$ cat src/rtl/shift_deserializer.sv
// Serial-to-parallel receiver with a one-word valid/ready holding register.
// Optional: define PARITY_CHECK_EN to expect a trailing even-parity bit per word.
module shift_deserializer #(
    parameter int DATA_WIDTH = 8,
    parameter bit MSB_FIRST  = 1'b0,
`ifdef PARITY_CHECK_EN
    localparam int NBITS = DATA_WIDTH + 1,
`else
    localparam int NBITS = DATA_WIDTH,
`endif
    localparam int CW = $clog2(NBITS + 1)
) (
    input  logic                  clk,
    input  logic                  cl,
    input  logic                  bit_valid,
    input  logic                  input_bit,
    input  logic                  frame_start,
    output logic [DATA_WIDTH-1:0] dout,
    output logic                  dout_valid,
    input  logic                  dout_ready,
    output logic                  overrun,
    output logic [CW-1:0]         bit_count
`ifdef PARITY_CHECK_EN
    ,
    output logic                  parity_err
`endif
);

    typedef enum logic {
        EMPTY = 1'b0,
        FULL  = 1'b1
    } hold_state_e;

    hold_state_e state_q, state_d;

    logic [DATA_WIDTH-1:0] stage_q, stage_d;
    logic [DATA_WIDTH-1:0] dout_q, dout_d;
    logic [CW-1:0]         cnt_q, cnt_d;
    logic                  ovr_q, ovr_d;

    logic [DATA_WIDTH-1:0] base;
    logic [DATA_WIDTH-1:0] word;
    logic [CW-1:0]         base_cnt;
    logic [CW-1:0]         cnt_inc;
    logic                  complete;
    logic                  consume;
    logic                  load;

`ifdef PARITY_CHECK_EN
    logic perr_q, perr_d;
`endif

    // Next-state: shift stage, bit counter and holding-register handshake.
    always_comb begin
        base     = frame_start ? '0 : stage_q;
        base_cnt = frame_start ? '0 : cnt_q;
        cnt_inc  = base_cnt + CW'(1);

        if (MSB_FIRST) begin
            word = {base[DATA_WIDTH-2:0], input_bit};
        end else begin
            word = {input_bit, base[DATA_WIDTH-1:1]};
        end
`ifdef PARITY_CHECK_EN
        // The trailing parity bit never enters the data stage.
        if (base_cnt == CW'(DATA_WIDTH)) begin
            word = base;
        end
`endif

        complete = bit_valid && (cnt_inc == CW'(NBITS));
        consume  = (state_q == FULL) && dout_ready;
        load     = complete && ((state_q == EMPTY) || consume);

        stage_d = stage_q;
        cnt_d   = cnt_q;
        dout_d  = dout_q;
        ovr_d   = ovr_q;
        state_d = state_q;
`ifdef PARITY_CHECK_EN
        perr_d  = perr_q;
`endif

        if (bit_valid) begin
            stage_d = complete ? '0 : word;
            cnt_d   = complete ? '0 : cnt_inc;
        end

        if (load) begin
            dout_d  = word;
            state_d = FULL;
`ifdef PARITY_CHECK_EN
            perr_d  = (^base) ^ input_bit;
`endif
        end else if (complete) begin
            ovr_d = 1'b1;
        end else if (consume) begin
            state_d = EMPTY;
        end
    end

    // State register; clear discards any partial word and the held word.
    always_ff @(posedge clk) begin
        if (cl) begin
            state_q <= EMPTY;
            stage_q <= '0;
            cnt_q   <= '0;
            dout_q  <= '0;
            ovr_q   <= 1'b0;
`ifdef PARITY_CHECK_EN
            perr_q  <= 1'b0;
`endif
        end else begin
            state_q <= state_d;
            stage_q <= stage_d;
            cnt_q   <= cnt_d;
            dout_q  <= dout_d;
            ovr_q   <= ovr_d;
`ifdef PARITY_CHECK_EN
            perr_q  <= perr_d;
`endif
        end
    end

    assign dout       = dout_q;
    assign dout_valid = (state_q == FULL);
    assign overrun    = ovr_q;
    assign bit_count  = cnt_q;
`ifdef PARITY_CHECK_EN
    assign parity_err = perr_q;
`endif

endmodule

$ cat config.mk
export PLATFORM = sky130hd
export DESIGN_NAME = shift_deserializer
export DESIGN_NICKNAME = d
export VERILOG_FILES = /design/src/rtl/shift_deserializer.sv
export SDC_FILE = /design/constraint.sdc
export NUM_CORES = 1
export LEC_CHECK = 0
export ABC_AREA = 1
export BUFFER_PORTS_ARGS = -buffer_cell sky130_fd_sc_hd__clkbuf_2
export CAP_MARGIN = 20
export CORE_MARGIN = 5
export CORE_UTILIZATION = 56
export CTS_BUF_LIST = sky130_fd_sc_hd__clkbuf_4
export CTS_CLUSTER_SIZE = 14
export DETAILED_ROUTE_END_ITERATION = 8
export PLACE_DENSITY = 0.81
export SLEW_MARGIN = 10
export SYNTH_ARGS = -nofsm -noshare
export SYNTH_HDL_FRONTEND = slang
export SYNTH_SLANG_ARGS = --single-unit
$ cat constraint.sdc
create_clock -name clk -period 1.82 [get_ports clk]
set_input_delay 0.182 -clock clk [delete_from_list [all_inputs] [get_ports clk]]
set_output_delay 0.182 -clock clk [all_outputs]
set_load 0.01 [all_outputs]
# Yosys cells after proc, flatten, opt, wreduce, memory -nomap -nowiden
# Cells that the tools add are included.
# totals
wordCells	24
input_bits	6
register_bits	22
# op_classes
n_reduce_logical	7
add_sub_neg	1
bitwise_logic	2
n_eq_ne	2
mux	7
# ops
operator	count
$mux 8	2
$mux 4	2
$add 4x1->4 const B	1
$eq 4x4->1 const B	1
$reduce_and 2->1	2
$logic_and 1x1->1	3
$mux 1	3
$ne 2x1->1 const B	1
$not 1->1	2
$reduce_bool 2->1	1
$logic_or 1x1->1	1

# Logic depth before layout (Yosys ltp)
# logic_depth
word_depth	7
ltp_mapped	10
mapped_depth_nobuf	10

# Least setup slack after synthesis
# OpenSTA, ideal clock, no wires.
# synth_path
kind	flip-flop to flip-flop
startpoint	register cnt_q[0], in the netlist bit_count[0]
endpoint	register dout_q[0], in the netlist dout[0]
setup_ps	112
synth_period_minus_slack_ps	1381
arrival_ps	1268
path_stages_with_launch	11
slack_ps	439
path_cell_list	dfxtp_1 > inv_1 > nor2_1 > ha_1 > inv_1 > nor2_4 > inv_2 > nor2_4 > nand3_1 > nand2_1 > nor2_2
# synth_via
elab_chain_cells	5
# synth_rtl
item	line_no	text
from (decl)	38	logic [CW-1:0] cnt_q, cnt_d;
from (signal assigned)	116	cnt_q <= cnt_d;
$mux 4	56	base_cnt = frame_start ? '0 : cnt_q;
$add 4x1->4	57	cnt_inc = base_cnt + CW'(1);
$eq 4x4->1	71	complete = bit_valid && (cnt_inc == CW'(NBITS));
$logic_and 1x1->1	71	
$logic_and 1x1->1	73	load = complete && ((state_q == EMPTY) || consume);
to (signal assigned)	117	dout_q <= dout_d;
to (decl)	37	logic [DATA_WIDTH-1:0] dout_q, dout_d;
# No other way between the ends.
# A chain may end at the register's enable or synchronous reset.

# Worst setup path after layout
# layout_path
startpoint	register cnt_q[0], in the netlist bit_count[0]
endpoint	register cnt_q[1], in the netlist bit_count[1]
# layout_via
elab_chain_cells	5
# layout_rtl
item	line_no	text
$mux 4 *	56	
$add 4x1->4 *	57	
$eq 4x4->1	71	
$logic_and 1x1->1	71	
$mux 4 *	86	cnt_d = complete ? '0 : cnt_inc;
# Every way passes the cells marked *; elsewhere a longest branch is shown, timed or not.

==> flow_metrics.env <==
export IMPL_syn_area_um2=1020
export IMPL_rr_worst_depth=8
export IMPL_fin_skew_ps=1.98
export IMPL_yosysSeqAreaShare_pct=41.1
export IMPL_via_per_inst=4.76
export IMPL_placementRows=15
export IMPL_cp_max_fo=10
export IMPL_post_cts_buffers=0
export IMPL_grt_pass1_vias=784
export IMPL_start_util_pct=59.2
export IMPL_status="finished clean"
export IMPL_ir_drop_v=0.000478
export IMPL_rr_endpoint="bit_count[1]$_SDFFE_PP0P_"
export IMPL_p_clk_share_pct=28.7
export IMPL_clock_sinks=21
export IMPL_p_total_mw=0.777
export IMPL_num_antenna_cells=0
export IMPL_critPathSlowestCell="dfxtp_1"
export IMPL_synth_warnings=0
export IMPL_endpoint_kind="flip-flop"
export IMPL_syn_avg_cell_area_um2=7.30
export IMPL_critPathTopFamily="simple AND/OR/NAND/NOR gates"
export IMPL_grt_start_max_net_pins=21
export IMPL_hold_start="cl"
export IMPL_fill_cells=170
export IMPL_p_comb_share_pct=9.5
export IMPL_rsz0062_at_grt="false"
export IMPL_grt_first_pass_wirelength_um=3420
export IMPL_dr_pass1_iters=5
export IMPL_clk_path_buf_depth=2
export IMPL_detail_route_wl_per_cell_um=10.6
export IMPL_antenna_found_initial=0
export IMPL_numCtsBuffers=3
export IMPL_worst_hold_slack_ps=102
export IMPL_final_util_pct=66.6
export IMPL_nets=167
export IMPL_cpPeakStageDelay_ps=390
export IMPL_placed_cell_area_um2=1120
export IMPL_r2r_start="bit_count[0]$_SDFFE_PP0P_"
export IMPL_fin_cells=184
export IMPL_path_clk_slew_ps=120
export IMPL_ios=20
export IMPL_drv_slew=0
export IMPL_fin_crit_ps=1480
export IMPL_fin_crit_sh_pct=81.2
export IMPL_setup_viol=0
export IMPL_internal_power_mw=0.579
export IMPL_reg2reg_slack_ps=340
export IMPL_netlist_instances=140
export IMPL_worst_hold_path_type="primary input to flip-flop"
export IMPL_ctsResizeCount=0
export IMPL_max_slew_margin_pct=71.7
export IMPL_multiInputGateArea_um2=484
export IMPL_required_ps=2010
export IMPL_synthToLayoutAreaGrowth_pct=12.5
export IMPL_critical_path_buf_inv_count=2
export IMPL_tns_ps=0
export IMPL_ant_nets=0
export IMPL_fmax_mhz=677
export IMPL_core_area_um2=1730
export IMPL_max_cap_viol_count=0
export IMPL_stdcell_area_um2=1150
export IMPL_drive_above_1_share_pct=24.5
export IMPL_wl_um=1950
export IMPL_crit_path_cell_trace="inv_1 -> nor2_1 -> ha_1 -> inv_1 -> nor2_4 -> nand3_2 -> nand2_1 -> a21oi_1"
export IMPL_place_ws_ps=332
export IMPL_yosys_register_bits=21
export IMPL_syn_num_nets=147
export IMPL_dr_total_vias=876
export IMPL_dpl_cell_count=180
export IMPL_setup_slack_ps=342
export IMPL_pwr_share_seq_pct=61.9
export IMPL_drc=0
export IMPL_drt_iter0_drc=21
export IMPL_cts_tree="built"
export IMPL_power_switching_mw=0.199
export IMPL_swShare_pct=25.6
export IMPL_cts_hold_buf=0
export IMPL_leakagePower_nw=0.566
export IMPL_cts_htree_levels=1
export IMPL_insertion_delay_ps=300
export IMPL_worst_pin_slew_ps=425
export IMPL_grtUsageTotal_pct=16.6
export IMPL_path_class="flip-flop to flip-flop"
export IMPL_die_w_um=52.7
export IMPL_start_kind="flip-flop"
export IMPL_ff_latch_area_um2=420
export IMPL_finalWeightedCongestion=0.814
export IMPL_min_path_cells=2
export IMPL_die_h_um=52.7
export IMPL_yosysUniqueCellTypes=23
export IMPL_die_area_um2=2780
export IMPL_hold_end="overrun$_SDFFE_PP0P_"
export IMPL_cpMostUsedCell="inv_1"
export IMPL_dp_hpwl_um=1450
export IMPL_grt_ovfl_total=0
export IMPL_powerDensity_nw_per_um2=676
export IMPL_clk_root_buffer_cell="clkbuf_4"
export IMPL_port_buffers=19
export IMPL_critical_path_arrival_ps=1670
export IMPL_report_final_hold_viol_count=0
==> cell type report <==
cell class	count	share of cell area, %
clock buffers	3	1.96
inverters	24	7.94
clock inverters	1	0.435
repair buffers	19	8.27
flip-flops and latches	21	36.6
well taps	25	2.72
multi-input cells	91	42.1
==> routing by layer <==
layer	GRT usage, %	wire length (um)	share of wire (%)	vias to the layer above
met4	6.38	17	0.87	0
met5	0	0	0	-
met1	20.2	875	45	379
met2	28.7	950	49	22
met3	2.56	104	5.3	2
li1	-	-	-	473
==> worst max path at each step <==
stage	start	depth (start not counted)	to	slack, ps
2_1_floorplan	bit_count[0]$_SDFFE_PP0P_	10	dout[0]$_SDFFE_PP0P_	440
3_3_place_gp	frame_start	10	dout[3]$_SDFFE_PP0P_	390
3_5_place_dp	frame_start	8	bit_count[1]$_SDFFE_PP0P_	330
4_1_cts	bit_count[0]$_SDFFE_PP0P_	10	dout[5]$_SDFFE_PP0P_	340
5_1_grt	bit_count[1]$_SDFFE_PP0P_	9	dout[4]$_SDFFE_PP0P_	170
6_report	bit_count[0]$_SDFFE_PP0P_	8	bit_count[1]$_SDFFE_PP0P_	340
==> cells in the mapped netlist <==
| master | instances | area [um2] |
|---|---|---|
| nand2_1 | 27 | 101 |
| dfxtp_1 | 21 | 420 |
| inv_1 | 21 | 78.8 |
| nor2_1 | 20 | 75.1 |
| a21oi_1 | 13 | 65.1 |
| o21ai_0 | 9 | 45.0 |
| nand3_1 | 6 | 30.0 |
| nor2_2 | 4 | 25.0 |
| clkbuf_1 | 2 | 7.51 |
| inv_2 | 2 | 7.51 |
| nand3_2 | 2 | 20.0 |
| nor2_4 | 2 | 22.5 |
| a211oi_1 | 1 | 7.51 |
| a21oi_4 | 1 | 16.3 |
| buf_6 | 1 | 11.3 |
| clkbuf_4 | 1 | 7.51 |
| clkinv_2 | 1 | 5.00 |
| ha_1 | 1 | 12.5 |
| nand2_2 | 1 | 6.26 |
| nand2_4 | 1 | 11.3 |
| nand4_4 | 1 | 21.3 |
| nor2_8 | 1 | 20.0 |
| o21ai_1 | 1 | 5.00 |
==> power groups by stage <==
stage | combinational (mW) | sequential (mW) | clock, mW
after floorplan | 0.0533 | 0.492 | 0
after global placement | 0.0707 | 0.491 | 0
after detailed placement | 0.0728 | 0.491 | 0
after CTS | 0.0740 | 0.481 | 0.228
after global routing | 0.0837 | 0.483 | 0.245
final | 0.0735 | 0.481 | 0.223
==> cells by family after synthesis <==
family	synth area share, %
AO/OA/AOI/OAI	13.6
adder cells (fa/ha/maj)	1.22
buffers and inverters	11.5
flip-flops	41.1
AND/OR/NAND/NOR	32.6
==> flip-flops by register name, indices dropped and copies added, names as in the netlist <==
| name | flops |
|---|---|
| overrun | 1 |
| dout_valid | 1 |
| stage_q | 7 |
| bit_count | 4 |
| dout | 8 |
==> layout by cell type, fill, tap and decap left out, types with 3 or more instances in the layout <==
master	count
a21oi_1	13
clkbuf_2	19
clkbuf_4	3
dfxtp_1	21
inv_1	21
nand2_1	27
nand3_1	6
nor2_1	20
nor2_2	4
o21ai_0	9
Note: power is estimated with default switching activity, not from simulation.
